**config.mk**
```make
export PLATFORM = sky130hd
export DESIGN_NAME = alu_mc
export DESIGN_NICKNAME = d
export VERILOG_FILES = /design/src/rtl/alu_mc.sv
export SDC_FILE = /design/constraint.sdc
export NUM_CORES = 1
export LEC_CHECK = 0
export ABC_AREA = 1
export CORE_MARGIN = 3
export CORE_UTILIZATION = 41
export DETAILED_ROUTE_END_ITERATION = 8
export PLACE_DENSITY = 0.67
export SLEW_MARGIN = 30
export SYNTH_ARGS = -nofsm -noshare
export SYNTH_HDL_FRONTEND = slang
export SYNTH_SLANG_ARGS = --single-unit
```
**constraint.sdc**
```tcl
create_clock -name clk -period 7.7 [get_ports clk]
set_input_delay 0.77 -clock clk [delete_from_list [all_inputs] [get_ports clk]]
set_output_delay 0.77 -clock clk [all_outputs]
set_load 0.1 [all_outputs]
```
**src/rtl/alu_mc.sv**
```systemverilog
// Multi-cycle ALU: single-cycle logic/arith/shift ops, iterative shift-add multiply
// and restoring divide/remainder sequenced by an IDLE/RUN/DONE controller.
module alu_mc #(
    parameter int WIDTH = 32,
    parameter int SHW   = 5
) (
    input  logic             clk,
    input  logic             rst_n,
    input  logic             start,
    input  logic [3:0]       sel,
    input  logic [WIDTH-1:0] EA,
    input  logic [WIDTH-1:0] EB,
    output logic [WIDTH-1:0] res,
    output logic             flag,
    output logic             ovf,
    output logic             dz,
    output logic             busy,
    output logic             done
);
    localparam int            CW       = $clog2(WIDTH + 1);
    localparam logic [CW-1:0] CNT_LOAD = CW'(WIDTH);

    localparam logic [3:0] OP_ADD  = 4'd0;
    localparam logic [3:0] OP_SUB  = 4'd1;
    localparam logic [3:0] OP_AND  = 4'd2;
    localparam logic [3:0] OP_OR   = 4'd3;
    localparam logic [3:0] OP_SLTU = 4'd4;
    localparam logic [3:0] OP_SLT  = 4'd5;
    localparam logic [3:0] OP_XOR  = 4'd6;
    localparam logic [3:0] OP_NOR  = 4'd7;
    localparam logic [3:0] OP_SLL  = 4'd8;
    localparam logic [3:0] OP_SRL  = 4'd9;
    localparam logic [3:0] OP_SRA  = 4'd10;
    localparam logic [3:0] OP_MUL  = 4'd11;
    localparam logic [3:0] OP_DIVU = 4'd12;
    localparam logic [3:0] OP_REMU = 4'd13;

    typedef enum logic [1:0] {IDLE, RUN, DONE} state_t;

    state_t           state_q, state_d;
    logic [CW-1:0]    count_q, count_d;
    logic [3:0]       op_q, op_d;
    logic [WIDTH-1:0] a_q, a_d;
    logic [WIDTH-1:0] b_q, b_d;
    logic [WIDTH-1:0] acc_q, acc_d;
    logic [WIDTH-1:0] res_q, res_d;
    logic             flag_q, flag_d;
    logic             ovf_q, ovf_d;
    logic             dz_q, dz_d;

    logic [WIDTH-1:0] sum, diff;
    logic [SHW-1:0]   shamt;
    logic [WIDTH-1:0] imm_res;
    logic             imm_ovf, imm_dz;
    logic             go_multi;

    // Single-cycle result path, evaluated directly on the live operands.
    always_comb begin
        sum      = EA + EB;
        diff     = EA - EB;
        shamt    = EB[SHW-1:0];
        imm_res  = '0;
        imm_ovf  = 1'b0;
        imm_dz   = 1'b0;
        go_multi = ((sel == OP_MUL) || (sel == OP_DIVU) || (sel == OP_REMU)) && (EB != '0);
        case (sel)
            OP_ADD: begin
                imm_res = sum;
                imm_ovf = (EA[WIDTH-1] == EB[WIDTH-1]) && (sum[WIDTH-1] != EA[WIDTH-1]);
            end
            OP_SUB: begin
                imm_res = diff;
                imm_ovf = (EA[WIDTH-1] != EB[WIDTH-1]) && (diff[WIDTH-1] != EA[WIDTH-1]);
            end
            OP_AND:  imm_res = EA & EB;
            OP_OR:   imm_res = EA | EB;
            OP_SLTU: imm_res = {{(WIDTH-1){1'b0}}, (EA < EB)};
            OP_SLT:  imm_res = {{(WIDTH-1){1'b0}}, ($signed(EA) < $signed(EB))};
            OP_XOR:  imm_res = EA ^ EB;
            OP_NOR:  imm_res = ~(EA | EB);
            OP_SLL:  imm_res = EA << shamt;
            OP_SRL:  imm_res = EA >> shamt;
            OP_SRA:  imm_res = $signed(EA) >>> shamt;
            OP_MUL:  imm_res = '0;
            OP_DIVU: begin
                imm_res = '1;
                imm_dz  = 1'b1;
            end
            OP_REMU: begin
                imm_res = EA;
                imm_dz  = 1'b1;
            end
            default: imm_res = '0;
        endcase
    end

    logic [WIDTH-1:0] mul_acc;
    logic [WIDTH:0]   rem_shift;
    logic             rem_ge;
    logic [WIDTH-1:0] rem_diff, rem_next, quo_next;

    // One iteration of each sequential algorithm; a_q doubles as the dividend/quotient shifter.
    always_comb begin
        mul_acc   = acc_q + (b_q[0] ? a_q : '0);
        rem_shift = {acc_q, a_q[WIDTH-1]};
        rem_ge    = rem_shift >= {1'b0, b_q};
        rem_diff  = rem_shift[WIDTH-1:0] - b_q;
        rem_next  = rem_ge ? rem_diff : rem_shift[WIDTH-1:0];
        quo_next  = {a_q[WIDTH-2:0], rem_ge};
    end

    always_comb begin
        state_d = state_q;
        count_d = count_q;
        op_d    = op_q;
        a_d     = a_q;
        b_d     = b_q;
        acc_d   = acc_q;
        res_d   = res_q;
        ovf_d   = ovf_q;
        dz_d    = dz_q;
        case (state_q)
            IDLE: begin
                if (start) begin
                    if (go_multi) begin
                        op_d    = sel;
                        a_d     = EA;
                        b_d     = EB;
                        acc_d   = '0;
                        count_d = CNT_LOAD;
                        state_d = RUN;
                    end else begin
                        res_d   = imm_res;
                        ovf_d   = imm_ovf;
                        dz_d    = imm_dz;
                        state_d = DONE;
                    end
                end
            end
            RUN: begin
                count_d = count_q - 1'b1;
                if (op_q == OP_MUL) begin
                    a_d   = a_q << 1;
                    b_d   = b_q >> 1;
                    acc_d = mul_acc;
                end else begin
                    a_d   = quo_next;
                    acc_d = rem_next;
                end
                if (count_q == 1) begin
                    if (op_q == OP_MUL)       res_d = mul_acc;
                    else if (op_q == OP_DIVU) res_d = quo_next;
                    else                      res_d = rem_next;
                    ovf_d   = 1'b0;
                    dz_d    = 1'b0;
                    state_d = DONE;
                end
            end
            DONE:    state_d = IDLE;
            default: state_d = IDLE;
        endcase
        // res_d equals res_q outside completion, so flag tracks the value being registered.
        flag_d = (res_d == '0);
    end

    always_ff @(posedge clk or negedge rst_n) begin
        if (!rst_n) begin
            state_q <= IDLE;
            count_q <= '0;
            op_q    <= '0;
            a_q     <= '0;
            b_q     <= '0;
            acc_q   <= '0;
            res_q   <= '0;
            flag_q  <= 1'b1;
            ovf_q   <= 1'b0;
            dz_q    <= 1'b0;
        end else begin
            state_q <= state_d;
            count_q <= count_d;
            op_q    <= op_d;
            a_q     <= a_d;
            b_q     <= b_d;
            acc_q   <= acc_d;
            res_q   <= res_d;
            flag_q  <= flag_d;
            ovf_q   <= ovf_d;
            dz_q    <= dz_d;
        end
    end

    assign res  = res_q;
    assign flag = flag_q;
    assign ovf  = ovf_q;
    assign dz   = dz_q;
    assign busy = (state_q == RUN);
    assign done = (state_q == DONE);
endmodule
```
# After elaboration in Yosys (flattened, before gate mapping)
# Index checks and enable logic that the tools add are counted.
# totals
ram_bits	0
rom_bits	0
n_memories	0
register_bits	143
latchBits	0
# op_classes
bitwise_logic	4
addsub	5
n_mux	37
n_lt_le_gt_ge	3
div	0
reduce_logical	16
n_mul	0
n_eq_ne	27
n_shift	3
# op_table
op	count
32-bit 2-to-1 mux	15
32-bit one-hot mux with 13 select lines	1
32-bit one-hot mux with 2 select lines	4
32-bit adder	2
32-bit < comparator	2
32-bit subtractor	2
33-bit by 32-bit >= comparator with 1-bit output	1
32-bit bitwise AND	1
4-bit equality test (second input constant)	8
32-bit logical NOT	1
32-bit NOT	1
32-bit OR	1
32-bit nonzero test	1
32-bit by 5-bit left shift with 32-bit output	1
32-bit by 5-bit >> shifter with 32-bit output	1
32-bit by 5-bit >>> shifter with 32-bit output	1
32-bit XOR	1
4-bit by 3-bit equality test with 1-bit output (second input constant)	4
6-bit 2-to-1 mux	2
6-bit one-hot mux with 2 select lines	1
4-bit by 2-bit equality test with 1-bit output (second input constant)	2
4-bit AND reduction	2
1-bit 2-to-1 mux	7
6-bit by 1-bit equality test with 1-bit output (second input constant)	1
other kinds (19)	32

# Longest topological paths before layout
# Gate-level depths: netlist of run 1.
# depth
ltp_word	8
mapped_depth	25
mapped_depth_nobuf	25

# Least setup slack after synthesis of run 1
# Ideal clock, no wire load.
# synth_timing
path_type	input to register
startpoint	input port EB[2]
endpoint	register flag_q (netlist: flag)
slack_ps	4321
arrival_ps	3312
n_path_buf	4
required_time_ps	7633
stages	25
cell_sequence	buf_6 > inv_1 > buf_2 > buf_1 > ha_1 > buf_2 > nor2_1 > nand2_1 > inv_1 > nor2_1 > o21ai_1 > nand2_1 > nand2_1 > nand2_1 > nand2_1 > nor2_1 > nor2_1 > nand3_1 > nand2_1 > nand3_1 > nor2_1 > nand2_1 > nor2_1 > nand2_1 > nor2_1
# synth_rtl
item	line	source
from (decl)	12	input logic [WIDTH-1:0] EB,
32-bit < comparator, or another cell as far along	78	OP_SLT: imm_res = {{(WIDTH-1){1'b0}}, ($signed(EA) < $signed(EB))};
32-bit one-hot mux with 13 select lines or 1-bit logical AND (tied branches)	66, 65	
32-bit 2-to-1 mux (*)	125	if (go_multi) begin
32-bit 2-to-1 mux (*)	124	if (start) begin
32-bit one-hot mux with 2 select lines (*)	122	case (state_q)
named net res_d[0]	46	logic [WIDTH-1:0] res_q, res_d;
32-bit logical NOT (*)	163	flag_d = (res_d == '0);
named net flag_d	47	logic flag_q, flag_d;
to (signal assigned)	186	flag_q <= flag_d;
to (decl)	47	
# The timed path passes the listed nets; every way through them passes the cells marked *.
# A chain may end at the register's enable or synchronous reset.

# Final worst setup path of run 1
# layout_timing
startpoint	input port EB[0]
endpoint	register op_q[0]
# layout_between
elab_chain_cells	3
# layout_rtl
item	line	source
32-bit nonzero test	65	go_multi = ((sel == OP_MUL) || (sel == OP_DIVU) || (sel == OP_REMU)) && (EB != '0);
1-bit logical AND	65	
3-bit AND reduction (no source line)	--	
to (signal assigned)	181	op_q <= op_d;
to (decl)	42	logic [3:0] op_q, op_d;
# No other way between the ends.

==> out/metrics.cfg, run 1 <==
[routing]
drt_iter0_markers = 3759
firstDrtPassIters = 6
drtAntennaViolNets = 0
avgViaCountPerCell = 5.85
wl_per_cell_um = 24.8
routed_wl_mm = 127
vias = 29900
post-route-drc-count = 0

[logic_synthesis]
synthCells = 4348
synth_area_leader_cell = nand2_1
ys_seq_area_frac = 0.152
synth_cell_types = 57
avgSynthCellArea_um2 = 5.41
yosys_warnings = 0
syn_area_um2 = 23500
synth_area_leaders = nand2_1, dfrtp_1, nand3_1, inv_1, ha_1
synth_seq_cells = 143
syn_nets = 4598
synth_top_area_share = 0.232

[placement]
numPortBuffers = 107
gp_routability_congestion = 1.10
dp.final_hpwl_mm = 103
placed_cell_area_um2 = 25100

[finish]
final_core_util = 0.455
drive_above_1_share = 0.0303
fin_nets = 4598
multi_input_comb_area_um2 = 16700
area_growth_pct = 9.38
fillers = 6418
ff_latch_area_um2 = 3580
fin_area_um2 = 25700

[grt]
track_usage = 0.411
grt_max_degree = 80
antenna_found_initial = 5
grt_pass1_wl_mm = 183
first_global_vias = 27600
gr-total-overflow = 0

[critical_path]
worst_setup_path_end_kind = register
cp.required_ps = 8000
arrival_ps = 5170
path_delay_family = buffers and inverters
cp_max_fo = 37
slowest_stage = inv_1
worst-path-buf-inv = 6
start_kind = input port
path_class = input port to register
cp_cell_sequence = clkdlybuf4s50_1 -> buf_4 -> inv_2 -> nand3_1 -> nor2_1 -> nand4_1 -> nand2_1 -> inv_1 -> a31oi_2 -> buf_4 -> nor2_1 -> inv_1 -> nand2_1 -> o21ai_0
critPathMaxStageDelay_ps = 760

[power]
p_leak_nw = 14.1
pwr-share-seq = 0.151
p_sw_mw = 6.78
totalPowerFinal_mw = 10.7
combPwrFrac = 0.767
p_int_mw = 3.95
pwr-share-clk = 0.082
ir_drop_uv = 261
power.density_nw_per_um2 = 417
swShare = 0.632

[die]
coreArea_um2 = 56600
num_rows = 87
die_w_um = 246
dieArea_um2 = 60300
start_util = 0.416
die_height_um = 246
io_pins = 108

[flow_run]
max_cap_violations = 0

[sta]
tns_ps = 0
setup_viol = 0
maxSlewViolCount = 0
relSlewSlack = 0.294
finalHoldViolCount = 0
finalCritPeriodShare = 0.634
min_period_ps = 4880
fmax_mhz = 205
worstMarginPinSlew_ps = 1050
fin_worst_skew_ps = 21.7
rsz0062_at_grt = false

[run_status]
status = complete, no violations

[clock_network]
cts_resized = 0
htree_num_levels = 4
clk_pin_slew_ps = 90
cts_tree = built
ctsHoldBuffers = 0
clock_sinks = 143
postCtsSetupBuffers = 0
clock_latency_ps = 460
cts_buffer_depth = 2
cts_root_buffer = clkbuf_16
cts_buffers = 17

[min_path]
min_path_type = input port to async pin

## path summary, 6_finish.rpt
check / start / to / slack (ps) / depth (start not counted)
max: EB[0] / op_q[0] / 2820 / 14
min: rst_n / b_q[24] / 340 / 1
max reg2reg: acc_q[6] / flag / 3600 / 21
min reg2reg: op_q[3] / op_q[3] / 500 / 2
max in group asynchronous: rst_n / acc_q[1] / 6020 / 3
min in group clk: op_q[3] / op_q[3] / 500 / 2
## registers in the layout, indices dropped and copies added, names as in the netlist, 2 cells and up
register / count
acc_q: 32
op_q: 4
count_q: 6
a_q: 32
b_q: 32
res: 32
state_q: 2
## synth_stat cells, drive strengths merged
library cell and n:
nand4 73, o22ai 28, a21o 1, o2bb2ai 1, clkinv 2, nand3 622, o21bai 13, a21oi 185
clkbuf 66, nand2 1463, dfstp 1, o2111ai 1, dfrtp 142, or2 12, a22o 2, o21ai 207
o211ai 49, nand3b 11, a32o 1, a21boi 5, xor2 10, inv 674, fa 4, o21a 6
a211oi 4, o31ai 1, nor2 388, nor4 5, and2 14, buf 96, nor3b 2, and3 3
o221ai 33, o32ai 5, ha 175, nor3 28, xnor2 10, a31oi 5
## kinds of logic (layout without fill, tap and decap cells)
logic type,Yosys count,in the layout,synth area share
XOR/XNOR,20,20,0.00744
flip-flops,143,143,0.152
buffers and inverters,838,851,0.140
AO/OA/AOI/OAI,547,547,0.134
other,0,4,0
AND/OR/NAND/NOR,2621,2621,0.470
adder cells (fa/ha/maj),179,179,0.0964
## metal layers
metal | wire (um) | track usage | share of wire
met2 | 54000 | 0.628 | 0.43
met1 | 49400 | 0.514 | 0.39
met4 | 11500 | 0.309 | 0.091
met3 | 12000 | 0.0729 | 0.095
met5 | 43 | 0 | 0.00034
## layout by cell type, fill, tap and decap left out, types with 7 or more instances in the layout
| master | instances |
|---|---|
| inv_2 | 15 |
| and2_1 | 14 |
| xor2_1 | 10 |
| o21ai_0 | 190 |
| nand2_2 | 7 |
| ha_1 | 175 |
| clkinv_8 | 8 |
| nand3_1 | 620 |
| o221ai_1 | 33 |
| inv_1 | 657 |
| clkbuf_16 | 17 |
| o22ai_1 | 28 |
| nor2_2 | 13 |
| dfrtp_1 | 142 |
| nor3_1 | 28 |
| o211ai_1 | 48 |
| or2_2 | 10 |
| nor2_1 | 370 |
| clkdlybuf4s50_1 | 103 |
| a21oi_1 | 185 |
| o21ai_1 | 16 |
| buf_4 | 34 |
| xnor2_1 | 10 |
| nand3b_1 | 11 |
| nand4_1 | 73 |
| o21bai_1 | 13 |
| nand2_1 | 1455 |
## through the flow
step           hold slack (ps)  cells  worst slack (ps)
5_1_grt                    405   5117              2750
3_3_place_gp               477   5083              2460
6_report                   342   5121              2820
4_1_cts                    378   5116              3010
3_5_place_dp               484   5084              2520
2_1_floorplan              457   4348              4320
## power by group through the flow
stage	registers (mW)	clock network, mW	logic (mW)
after floorplan	1.88	0	5.19
after global placement	1.60	0	7.94
after detailed placement	1.60	0	7.96
after CTS	1.59	0.879	8.00
after global routing	1.62	0.909	9.03
final	1.62	0.884	8.23
## layout make-up
class,instances,area share
clock inverter,15,0.00778
antenna,4,0.000389
tap,756,0.0367
sequential,143,0.139
clock buffer,17,0.0165
timing repair buffer,143,0.0528
multi-input combinational,3367,0.648
inverter,676,0.0989
Note: power is estimated with default switching activity, not from simulation.
==> run 2: changes to the inputs <==
==> constraint.sdc (replaced) <==
create_clock -name clk -period 4.5 [get_ports clk]
set_input_delay 0.45 -clock clk [delete_from_list [all_inputs] [get_ports clk]]
set_output_delay 0.45 -clock clk [all_outputs]
set_load 0.1 [all_outputs]
==> run 2 against run 1 <==
  * First-iteration DRC count up 13%
  * Cell count up 1.6%
  * Via count up 1.8%
  * Setup slack worse by 2300 ps
  * Clock skew down 4.4 ps
  * Hold slack better by 68 ps
  * Clock-buffer cell count up 1
  * Clock power up 71%
  * Wire length down 3.0%
  * Core utilization up 1.1 points
  * Design area up 2.5%
  * Critical path depth up 5
  * Critical endpoint is now flag
  * Largest power group unchanged
==> out/metrics.cfg, run 2 (same netlist as run 1, synthesis figures left out) <==
[sta]
setup_viol = 0  ; unchanged
fmax_mhz = 251
finalHoldViolCount = 0  ; unchanged
rsz0062_at_grt = false  ; unchanged
fin_worst_skew_ps = 17.3  ; was 21.7 ps
relSlewSlack = 0.323  ; was 0.294
maxSlewViolCount = 0  ; unchanged
tns_ps = 0  ; unchanged
min_period_ps = 3990
finalCritPeriodShare = 0.886
layout_setup_ws_ps = 514  ; was 2820 ps
worstMarginPinSlew_ps = 1010  ; was 1050 ps

[die]
io_pins = 108  ; unchanged
start_util = 0.416  ; unchanged
die_height_um = 246  ; unchanged
num_rows = 87  ; unchanged
die_w_um = 246  ; unchanged
coreArea_um2 = 56600  ; unchanged
dieArea_um2 = 60300  ; unchanged

[clock_network]
cts_tree = built  ; unchanged
cts_buffers = 17  ; unchanged
clock_sinks = 143  ; unchanged
clk_pin_slew_ps = 70  ; was 90 ps
htree_num_levels = 4  ; unchanged
clock_latency_ps = 460  ; about the same
cts_buffer_depth = 2  ; unchanged
postCtsSetupBuffers = 0  ; unchanged
cts_resized = 0  ; unchanged
cts_root_buffer = clkbuf_16  ; unchanged

[placement]
numPortBuffers = 107  ; unchanged
gp_routability_congestion = 1.14  ; was 1.10
dp.final_hpwl_mm = 101  ; was 103 mm
post-place-ws_ps = 167  ; was 2520 ps

[grt]
grt_max_degree = 122  ; was 80
grt_pass1_wl_mm = 179  ; was 183 mm
track_usage = 0.398  ; was 0.411
antenna_found_initial = 4  ; was 5
first_global_vias = 27900  ; was 27600
gr-total-overflow = 0  ; unchanged

[run_status]
status = complete, no violations  ; unchanged

[power]
combPwrFrac = 0.769  ; was 0.767
pwr-share-clk = 0.082  ; about the same
ir_drop_uv = 437  ; was 261 uV
pwr-share-seq = 0.149  ; was 0.151
p_int_mw = 6.99  ; was 3.95 mW
totalPowerFinal_mw = 18.4  ; was 10.7 mW
swShare = 0.620  ; was 0.632
p_sw_mw = 11.4  ; was 6.78 mW
p_leak_nw = 14.5  ; was 14.1 nW
power.density_nw_per_um2 = 696  ; was 417 nW/um^2

[finish]
area_growth_pct = 12.1  ; was 9.38%
final_common_cell = nand2_1  ; unchanged
drive_above_1_share = 0.0477  ; was 0.0303
fillers = 6350  ; was 6418
final_cell_mix = nand2_1, inv_1, nand3_1  ; unchanged
fin_nets = 4682  ; was 4598

[routing]
vias = 30500  ; was 29900
wl_per_cell_um = 23.7  ; was 24.8 um
post-route-drc-count = 0  ; unchanged
drtAntennaViolNets = 0  ; unchanged
firstDrtPassIters = 9  ; was 6
routed_wl_mm = 123  ; was 127 mm
drt_iter0_markers = 4266  ; was 3759
avgViaCountPerCell = 5.85  ; about the same

[critical_path]
arrival_ps = 4390  ; was 5170 ps
path_class = input port to register  ; unchanged
worst_setup_path_end_kind = register  ; unchanged
cp.required_ps = 4900  ; was 8000 ps
start_kind = input port  ; unchanged
cp_max_fo = 8  ; was 37

[min_path]
min_path_type = input port to async pin  ; unchanged

[flow_run]
max_cap_violations = 0  ; unchanged

-- run 2: changes by cell type in the layout (fill, tap and decap cells not counted), moves of 2 or more --
cell       before  now
buf_12          1    3
buf_4          34  114
bufinv_16       0    2
clkinv_8        8    0
inv_6           2    7
nor2_1        370  372
-- run 2: path summary, 6_finish.rpt --
path / depth (start not counted) / slack [ps] / end / startpoint
setup / recovery: 19 / 510 / flag / EA[9]
hold / removal: 2 / 410 / b_q[17] / rst_n
setup reg to reg: 21 / 750 / flag / b_q[0]
hold reg to reg: 1 / 500 / op_q[2] / op_q[2]
max in group asynchronous: 3 / 3040 / acc_q[2] / rst_n
min in group clk: 1 / 500 / op_q[2] / op_q[2]
-- run 2: power groups by stage --
stage | Combinational [mW] | Sequential (mW) | Clock, mW
finish | 14.1 | 2.73 | 1.51
global route | 15.4 | 2.75 | 1.55
CTS | 13.7 | 2.68 | 1.51
detailed placement | 13.6 | 2.70 | 0
global placement | 13.4 | 2.70 | 0
floorplan | 8.87 | 3.21 | 0
-- run 2: per-layer routing --
layer  global-route usage  vias to the layer above  part of all wire
li1                     -                    14200                 -
met4                0.308                        6             0.096
met3               0.0922                      476              0.12
met5             0.000817                        -           0.00032
met2                0.590                     2064              0.41
met1                0.497                    13800              0.38
-- run 2: repair_timing --
action / 4_1_cts / 5_1_grt
setup endpoints to repair: 0 / 0
hold buffers: 1 / 0
hold endpoints to repair: 22 / 0
-- run 2: critical path, cell delays in order --
cell and delay [ps]:
clkdlybuf4s50_1 700, inv_1 260, ha_1 510, nand2_1 160, nor2_1 340, nand3_1 240
nand3b_1 300, nand2_1 80, nand3_1 210, nand3_1 160, o21ai_1 250, nand2_1 80
nand2_1 70, nand3_1 100, nor2_1 110, nand2_1 60, nor2_1 110, nand2_1 70
nor2_1 100
-- run 2: metrics by stage --
step,hold WS (ps),utilization,instances,area [um^2]
after global routing,431,0.466,5202,26400
after CTS,414,0.466,5201,26400
final,410,0.466,5204,26400
after floorplan,154,-,4348,23500
after global placement,322,0.454,5166,25700
after detailed placement,324,0.455,5168,25800
-- run 2: final cells by class --
type | instances | area, um^2 | share of cell area
timing repair buffer | 227 | 2040 | 0.0773
sequential | 143 | 3580 | 0.136
clock buffer | 18 | 429 | 0.0163
inverter | 676 | 2540 | 0.0964
antenna | 3 | 7.51 | 0.000285
clock inverter | 14 | 168 | 0.00636
multi-input combinational | 3367 | 16700 | 0.632
tap | 756 | 946 | 0.0359
